## src/rtl/prco_seq.sv

```systemverilog
// Multi-cycle instruction sequencer: one-hot phase FSM with program counter,
// retired-instruction counter and a memory-acknowledge watchdog.
module prco_seq #(
    parameter int unsigned     PC_W        = 16,
    parameter logic [PC_W-1:0] RESET_PC    = {PC_W{1'b0}},
    parameter int unsigned     CNT_W       = 32,
    parameter int unsigned     ACK_TIMEOUT = 15
) (
    input  logic             i_clk,
    input  logic             i_reset_n,
    input  logic             i_en,
    input  logic             i_mem_ack,
    input  logic             i_ram_req,
    input  logic             i_reg_we,
    input  logic             i_halt,
    input  logic             i_branch,
    input  logic [PC_W-1:0]  i_branch_target,
    output logic [7:0]       q_state,
    output logic [PC_W-1:0]  q_pc,
    output logic             q_mem_req,
    output logic             q_mem_is_fetch,
    output logic             q_reg_we,
    output logic [CNT_W-1:0] q_retired,
    output logic             q_fault
);

    typedef enum logic [7:0] {
        ST_RESET  = 8'h01,
        ST_FETCH  = 8'h02,
        ST_DECODE = 8'h04,
        ST_READ   = 8'h08,
        ST_EXEC   = 8'h10,
        ST_RAM    = 8'h20,
        ST_WRITE  = 8'h40,
        ST_HALT   = 8'h80
    } state_t;

    localparam logic [7:0] TIMEOUT_C = 8'(ACK_TIMEOUT);

    state_t           state_r;
    logic [PC_W-1:0]  pc_r;
    logic [CNT_W-1:0] retired_r;
    logic             fault_r;
    logic [7:0]       wait_r;
    logic [7:0]       wait_inc_s;
    logic             timeout_s;
    logic [PC_W-1:0]  pc_next_s;

    // Watchdog and next-PC arithmetic shared by the memory-wait and EXEC phases
    always_comb begin
        wait_inc_s = wait_r + 8'd1;
        timeout_s  = (wait_inc_s == TIMEOUT_C);
        if (i_branch) begin
            pc_next_s = i_branch_target;
        end else begin
            pc_next_s = pc_r + PC_W'(1);
        end
    end

    // Sequencer state, PC, retire counter, watchdog and sticky fault
    always_ff @(posedge i_clk or negedge i_reset_n) begin
        if (!i_reset_n) begin
            state_r   <= ST_RESET;
            pc_r      <= RESET_PC;
            retired_r <= {CNT_W{1'b0}};
            fault_r   <= 1'b0;
            wait_r    <= 8'd0;
        end else if (i_en) begin
            case (state_r)
                ST_RESET: begin
                    state_r <= ST_FETCH;
                    wait_r  <= 8'd0;
                end
                ST_FETCH: begin
                    // An ack on the final permitted cycle still wins over the timeout
                    if (i_mem_ack) begin
                        state_r <= ST_DECODE;
                    end else if (timeout_s) begin
                        state_r <= ST_HALT;
                        fault_r <= 1'b1;
                    end else begin
                        wait_r <= wait_inc_s;
                    end
                end
                ST_DECODE: begin
                    state_r <= ST_READ;
                end
                ST_READ: begin
                    state_r <= ST_EXEC;
                end
                ST_EXEC: begin
                    if (i_halt) begin
                        state_r <= ST_HALT;
                    end else if (i_ram_req) begin
                        state_r <= ST_RAM;
                        wait_r  <= 8'd0;
                        pc_r    <= pc_next_s;
                    end else begin
                        state_r <= ST_WRITE;
                        pc_r    <= pc_next_s;
                    end
                end
                ST_RAM: begin
                    if (i_mem_ack) begin
                        state_r <= ST_WRITE;
                    end else if (timeout_s) begin
                        state_r <= ST_HALT;
                        fault_r <= 1'b1;
                    end else begin
                        wait_r <= wait_inc_s;
                    end
                end
                ST_WRITE: begin
                    state_r   <= ST_FETCH;
                    wait_r    <= 8'd0;
                    retired_r <= retired_r + CNT_W'(1);
                end
                ST_HALT: begin
                    state_r <= ST_HALT;
                end
                default: begin
                    // Corrupted (non-one-hot) encoding recovers through RESET
                    state_r <= ST_RESET;
                    wait_r  <= 8'd0;
                end
            endcase
        end else begin
            state_r <= state_r;
        end
    end

    assign q_state        = state_r;
    assign q_pc           = pc_r;
    assign q_retired      = retired_r;
    assign q_fault        = fault_r;
    assign q_mem_req      = state_r[1] | state_r[5];
    assign q_mem_is_fetch = state_r[1];
    assign q_reg_we       = state_r[6] & i_reg_we & i_en;

endmodule

```

## config.mk

```make
export PLATFORM = sky130hd
export DESIGN_NAME = prco_seq
export DESIGN_NICKNAME = d
export VERILOG_FILES = /design/src/rtl/prco_seq.sv
export SDC_FILE = /design/constraint.sdc
export NUM_CORES = 1
export LEC_CHECK = 0
export ABC_AREA = 1
export BUFFER_PORTS_ARGS = -buffer_cell sky130_fd_sc_hd__buf_2
export CORE_ASPECT_RATIO = 2
export CORE_UTILIZATION = 38
export DETAILED_ROUTE_END_ITERATION = 12
export HOLD_SLACK_MARGIN = 0.05
export PLACE_DENSITY = 0.64
export SLEW_MARGIN = 20
export SYNTH_ARGS = -nofsm -noshare
export SYNTH_HDL_FRONTEND = slang
export SYNTH_SLANG_ARGS = --single-unit
```

## constraint.sdc

```tcl
create_clock -name i_clk -period 2 [get_ports i_clk]
set_clock_uncertainty 0.05 [all_clocks]
set_input_delay 0.1 -clock i_clk [delete_from_list [all_inputs] [get_ports i_clk]]
set_output_delay 0.1 -clock i_clk [all_outputs]
set_load 0.05 [all_outputs]
```

Word-level counts from Yosys, hierarchy flattened
Index checks and enable logic that the tools add are counted.
- bits in registers: 65
- bits of input ports: 24
- output and inout port bits: 60
- logic and storage cells: 46
- add/subtract/negate cells: 3
- equality and inequality tests: 13
- muxes and demuxes: 12
- bitwise gates (word level): 6
- reductions and logical operators: 7
- operator list (cell ; count):
    two-way mux 8 bit ; 8
    case mux 8 bit (7 select lines) ; 1
    adder 32 x 1 -> 32 bit (second input constant) ; 1
    case mux 8 bit (3 select lines) ; 1
    adder 16 x 1 -> 16 bit (second input constant) ; 1
    == test 8 x 4 -> 1 bit (second input constant) ; 2
    two-way mux 16 bit ; 1
    adder 8 x 1 -> 8 bit (second input constant) ; 1
    == test 8 x 1 -> 1 bit (second input constant) ; 1
    == test 8 x 2 -> 1 bit (second input constant) ; 1
    == test 8 x 3 -> 1 bit (second input constant) ; 1
    == test 8 x 5 -> 1 bit (second input constant) ; 1
    == test 8 x 6 -> 1 bit (second input constant) ; 1
    == test 8 x 7 -> 1 bit (second input constant) ; 1
    == test 8 bit (second input constant) ; 1
    != test 2 bit (second input constant) ; 4
    two-way mux 7 bit ; 1
    AND reduction 6 bit ; 1
    AND reduction 4 bit ; 1
    OR reduction 2 bit ; 2
    inverter 1 bit ; 3
    AND reduction 3 bit ; 1
    OR reduction 3 bit ; 1
    AND 1 bit ; 2
    other kinds (2) ; 2

Longest topological paths before layout
- depth after elaboration: 5
- gate-level depth with buffers: 13
- gate-level depth less buffers: 13

Least setup slack after synthesis
Ideal clock, no wire load.
- kind: flip-flop to flip-flop
- from: register state_r[5] (netlist: q_state[5])
- to: register wait_r[2]
- library setup time: 0.117 ns
- arrival time: 1.742 ns
- data required time: 1.833 ns
- slack: 0.091 ns
- cell stages (with the launch flop): 12
- buffers on the path: 0
- clock period less this slack: 1.909 ns
- cell sequence: dfrtp_1 -> inv_1 -> nand2_1 -> nor2_2 -> nand3_1 -> nand2_2 -> nand2_1 -> nand3_1 -> nor2_4 -> nand2_4 -> nand2_1 -> nand2_1
- longest elaborated chain between the ends: 4
- elaborated cells on any way between the ends: 15
- classes of those cells: eq/ne: 10; mux: 1; bitwise: 1; reduce/logical: 3
- ends and longest elaborated chain (what ; line ; text):
    start, declared ; 40 ; state_t state_r;
    start signal, assigned ; 128 ; state_r <= state_r;
    == test 8 x 6 -> 1 bit (tied with other cells) ; 69 ; case (state_r)
    OR reduction 2 bit (no source line) / OR reduction 3 bit (equally long branches) ; - ;
    != test 2 bit (no source line) / inverter 1 bit (equally long branches) ; - ;
    AND reduction 6 bit (no source line) ; - ;
    end signal, assigned ; 82 ; wait_r <= wait_inc_s;
    end signal, assigned ; 110 ; wait_r <= wait_inc_s;
    end, declared ; 44 ; logic [7:0] wait_r;
Parallel ways exist; a longest one is shown, timed or not.
A chain may end at the register's enable or synchronous reset.

Final worst setup path
- from: register state_r[0] (netlist: q_state[0])
- to: register wait_r[3]
Same word-level chain as after synthesis.

==> summary.json <==
{
  "worstMarginPinSlew": {"value": 622, "unit": "ps"},
  "tritoncts": {"value": "done"},
  "drt-pass1-iter-count": {"value": 4},
  "clkSinkCount": {"value": 65},
  "critical_path.n_buffers_inverters": {"value": 1},
  "route.antenna.remaining_nets": {"value": 0},
  "synth.top_cells.by_area": {"value": "sky130_fd_sc_hd__dfrtp_1 (38%), sky130_fd_sc_hd__nand2_1 (18%), sky130_fd_sc_hd__xor2_1 (6.1%)"},
  "maximum_number_of_pins_on_one_net_before_global_route_repair": {"value": 66},
  "netlist.area_leader.share": {"value": 38.2, "unit": "%"},
  "drive_above_1_share": {"value": 20.0, "unit": "%"},
  "gr-total-overflow": {"value": 0},
  "globalplace.congestion": {"value": 0.903},
  "routedWlPerCell": {"value": 13.8, "unit": "um"},
  "grt_util_met2": {"value": 41.3, "unit": "%"},
  "max_cap_viol_count": {"value": 0},
  "maximum_level_of_the_cts_h_tree": {"value": 3},
  "max_slew_margin": {"value": 58.5, "unit": "%"},
  "syn-mean-instance-area": {"value": 7.15, "unit": "um2"},
  "run_status": {"value": "complete, no violations"},
  "cp_max_fo": {"value": 9},
  "unrepaired_setup_endpoints_after_global_routing": {"value": "false"},
  "fp.coreArea": {"value": 10600, "unit": "um2"},
  "swShare": {"value": 39.2, "unit": "%"},
  "floorplan.initialDensity": {"value": 39.5, "unit": "%"},
  "postSynthRegisterBits": {"value": 65},
  "critPathSlowestCell": {"value": "sky130_fd_sc_hd__dfstp_2"},
  "synth.cell_area": {"value": 4190, "unit": "um2"},
  "vertical_extent_of_the_die": {"value": 151, "unit": "um"},
  "worst_path_largest_cell_delay": {"value": 590, "unit": "ps"},
  "num_vias": {"value": 4198},
  "worst_hold_path_type": {"value": "input port to register"},
  "final_routed_drc_violation_total": {"value": 0},
  "critical_path.cell_chain": {"value": "nor2_4 > inv_2 > nor2_4 > nand3_2 > nand2_2 > nand2_1 > nand3_1 > nor2_4 > nand2_4 > nand2_1 > nand2_1"},
  "grt_antenna_before_repair": {"value": 0},
  "finalWirelength": {"value": 11600, "unit": "um"},
  "synth.distinct_cells": {"value": 36},
  "wire_length_of_the_first_global_routing_pass": {"value": 19500, "unit": "um"},
  "globalRoute.busiestLayer": {"value": "met2"},
  "internal_power": {"value": 0.00300, "unit": "W"},
  "die_area": {"value": 11500, "unit": "um2"},
  "clock_tree_root_buffer_cell": {"value": "sky130_fd_sc_hd__clkbuf_16"},
  "clk_pin_slew_worst_paths": {"value": 50, "unit": "ps"},
  "dpl_ws": {"value": 131, "unit": "ps"},
  "synth_warnings": {"value": 0},
  "netlist.top_cell.by_area": {"value": "sky130_fd_sc_hd__dfrtp_1"},
  "drt_iter0_markers": {"value": 227},
  "final_nets": {"value": 727},
  "post-route-period-util": {"value": 91.3, "unit": "%"},
  "die_x": {"value": 76.3, "unit": "um"},
  "grt_pass1_vias": {"value": 4210},
  "rows": {"value": 53},
  "timing.critical_path.required": {"value": 2160, "unit": "ps"},
  "critPathArrivalTime": {"value": 1990, "unit": "ps"},
  "worstSetupEndpointType": {"value": "register"},
  "floorplan.io_pins": {"value": 84},
  "placement.io_buffers": {"value": 83},
  "finalHoldViolCount": {"value": 0},
  "slew_viol_final": {"value": 0},
  "netSwitchingPower": {"value": 0.00194, "unit": "W"},
  "grt.met1_usage": {"value": 21.3, "unit": "%"},
  "globalRouteTotalUtil": {"value": 21.6, "unit": "%"},
  "pwr-share-seq": {"value": 34.9, "unit": "%"},
  "final.fill_count": {"value": 1075},
  "insertion_delay": {"value": 330, "unit": "ps"},
  "cts.repair_timing.setup_buffer_count": {"value": 0},
  "groute.layer.met3.usage": {"value": 4.12, "unit": "%"},
  "n_antenna_cell": {"value": 0},
  "hpwl": {"value": 8900, "unit": "um"},
  "vdd.ir_drop.worst": {"value": 0.482, "unit": "mV"},
  "fin_crit": {"value": 1830, "unit": "ps"},
  "synth-seq-area-share": {"value": 38.8, "unit": "%"},
  "totalNegativeSetupSlack": {"value": 0, "unit": "ps"},
  "synth_fp_nets": {"value": 614},
  "powerDensity": {"value": 928, "unit": "nW/um2"},
  "critical_path.top_delay_family": {"value": "simple AND/OR/NAND/NOR gates"},
  "reg2reg_setup_slack": {"value": 170, "unit": "ps"},
  "finalWorstSetupSlack": {"value": 174, "unit": "ps"},
  "via_per_inst": {"value": 4.99},
  "p_leak": {"value": 2.65, "unit": "nW"},
  "critical_path.startpoint_type": {"value": "register"},
  "clkPwrFrac": {"value": 33.5, "unit": "%"},
  "timing_worst_setup_path_type": {"value": "register to register"},
  "final_setup_vio_count": {"value": 0},
  "cts_inserted_buffers": {"value": 9},
  "comb_power_share": {"value": 31.5, "unit": "%"},
  "clock.fmax": {"value": 548, "unit": "MHz"},
  "post_synth_inst_count": {"value": 586},
  "area.growth.synth_to_final": {"value": 26.9, "unit": "%"},
  "largest_buffer_count_on_any_clock_path": {"value": 2}
}
==> kinds of logic after synthesis <==
logic type      count (synthesis)  share of synthesized area [%]
compound gates                 51                           6.60
xor+xnor                       35                           7.31
fa+ha+maj                       4                           1.19
buf+inv                        76                           7.34
flops                          65                           38.8
mux                             2                          0.478
simple gates                  353                           38.2
==> state kept, by name, summed over array words and instances (netlist names) <==
name	flops
q_pc	16
q_state	8
q_fault	1
wait_r	8
q_retired	32
==> layer usage <==
| layer | routed length, um | vias to the layer above |
|---|---|---|
| met1 | 4260 | 1969 |
| met2 | 6470 | 109 |
| met4 | 485 | 0 |
| met5 | 0 | - |
| met3 | 429 | 34 |
| li1 | - | 2086 |
==> worst reg2reg max path, cell delays in order (launching register included) <==
cell	delay, ps
sky130_fd_sc_hd__dfstp_2	590
sky130_fd_sc_hd__nor2_4	50
sky130_fd_sc_hd__inv_2	60
sky130_fd_sc_hd__nor2_4	60
sky130_fd_sc_hd__nand3_2	80
sky130_fd_sc_hd__nand2_2	100
sky130_fd_sc_hd__nand2_1	80
sky130_fd_sc_hd__nand3_1	120
sky130_fd_sc_hd__nor2_4	250
sky130_fd_sc_hd__nand2_4	130
sky130_fd_sc_hd__nand2_1	80
sky130_fd_sc_hd__nand2_1	50
==> path summary, 6_finish.rpt <==
path                            cells past startpoint                from   endpoint
worst max-delay path                               11          q_state[0]  wait_r[3]
worst min-delay path                                3  i_branch_target[1]    q_pc[1]
worst max register to register                     11          q_state[0]  wait_r[3]
worst min register to register                      1             q_fault    q_fault
max in group asynchronous                           3           i_reset_n  wait_r[0]
min in group asynchronous                           3           i_reset_n    q_pc[5]
==> cells in the final DEF, fill, tap and decap left out, types with 2 or more instances in the layout <==
cell type,Yosys,final
sky130_fd_sc_hd__nand2_1,197,197
sky130_fd_sc_hd__mux2i_1,2,2
sky130_fd_sc_hd__dfrtp_1,64,63
sky130_fd_sc_hd__inv_2,7,7
sky130_fd_sc_hd__buf_2,0,83
sky130_fd_sc_hd__clkbuf_8,0,4
sky130_fd_sc_hd__inv_1,60,60
sky130_fd_sc_hd__o211ai_1,6,6
sky130_fd_sc_hd__o21ai_1,5,5
sky130_fd_sc_hd__o21ai_0,30,30
sky130_fd_sc_hd__ha_1,4,4
sky130_fd_sc_hd__buf_4,4,11
sky130_fd_sc_hd__dlygate4sd3_1,0,15
sky130_fd_sc_hd__nand4_4,3,3
sky130_fd_sc_hd__nor3_4,1,2
sky130_fd_sc_hd__clkbuf_16,0,9
sky130_fd_sc_hd__nand2_2,3,3
sky130_fd_sc_hd__nor2_4,6,7
sky130_fd_sc_hd__a21oi_1,7,7
sky130_fd_sc_hd__nand3b_1,4,4
sky130_fd_sc_hd__nor2_2,3,2
sky130_fd_sc_hd__xnor2_1,6,6
sky130_fd_sc_hd__nor3_1,22,22
sky130_fd_sc_hd__nand3_1,36,36
sky130_fd_sc_hd__nor2_1,62,62
sky130_fd_sc_hd__xor2_1,29,29
sky130_fd_sc_hd__nand4_1,9,9
==> final cells by class <==
type | count | area, um2 | area share, %
clock buffer | 14 | 284 | 5.34
clock inverter | 2 | 35.0 | 0.659
inverter | 67 | 251 | 4.73
multi-input combinational | 445 | 2270 | 42.6
sequential | 65 | 1630 | 30.6
tap | 137 | 171 | 3.22
timing repair buffer | 111 | 679 | 12.8
==> cells in the mapped netlist (all sizes together) <==
master,number
nand3,38
xnor2,6
dfrtp,64
nor3,24
mux2i,2
a21oi,7
o21bai,1
xor2,29
nand3b,4
nand4,12
nor4,1
o21ai,35
clkbuf,4
inv,67
o211ai,6
or2,1
nor3b,1
o21a,1
o22ai,1
nor2,71
buf,5
dfstp,1
nand2,201
ha,4
==> metrics by stage <==
stage / total power, W / instance area (um2) / util, % / instances / hold slack [ps]
2_1_floorplan: 0.00284 / 4190 / - / 586 / -246
3_3_place_gp: 0.00324 / 4830 / 45.5 / 810 / 99.0
3_5_place_dp: 0.00327 / 4830 / 45.5 / 810 / 98.4
4_1_cts: 0.00499 / 5300 / 50.0 / 841 / 58.8
5_1_grt: 0.00518 / 5320 / 50.1 / 841 / 101
6_report: 0.00493 / 5320 / 50.1 / 841 / 49.9
==> power groups by stage <==
stage	combinational [W]	sequential (W)	clock, W
final	0.00156	0.00172	0.00165
after global placement	0.00151	0.00173	0
after global routing	0.00169	0.00174	0.00175
after floorplan	0.000621	0.00222	0
after CTS	0.00156	0.00172	0.00170
after detailed placement	0.00153	0.00174	0
==> repair_timing <==
action	CTS	global route
hold endpoints to repair	83	0
gates resized for setup	0	4
hold buffers	15	0
setup endpoints to repair	0	8
Note: power is estimated with default switching activity, not from simulation.
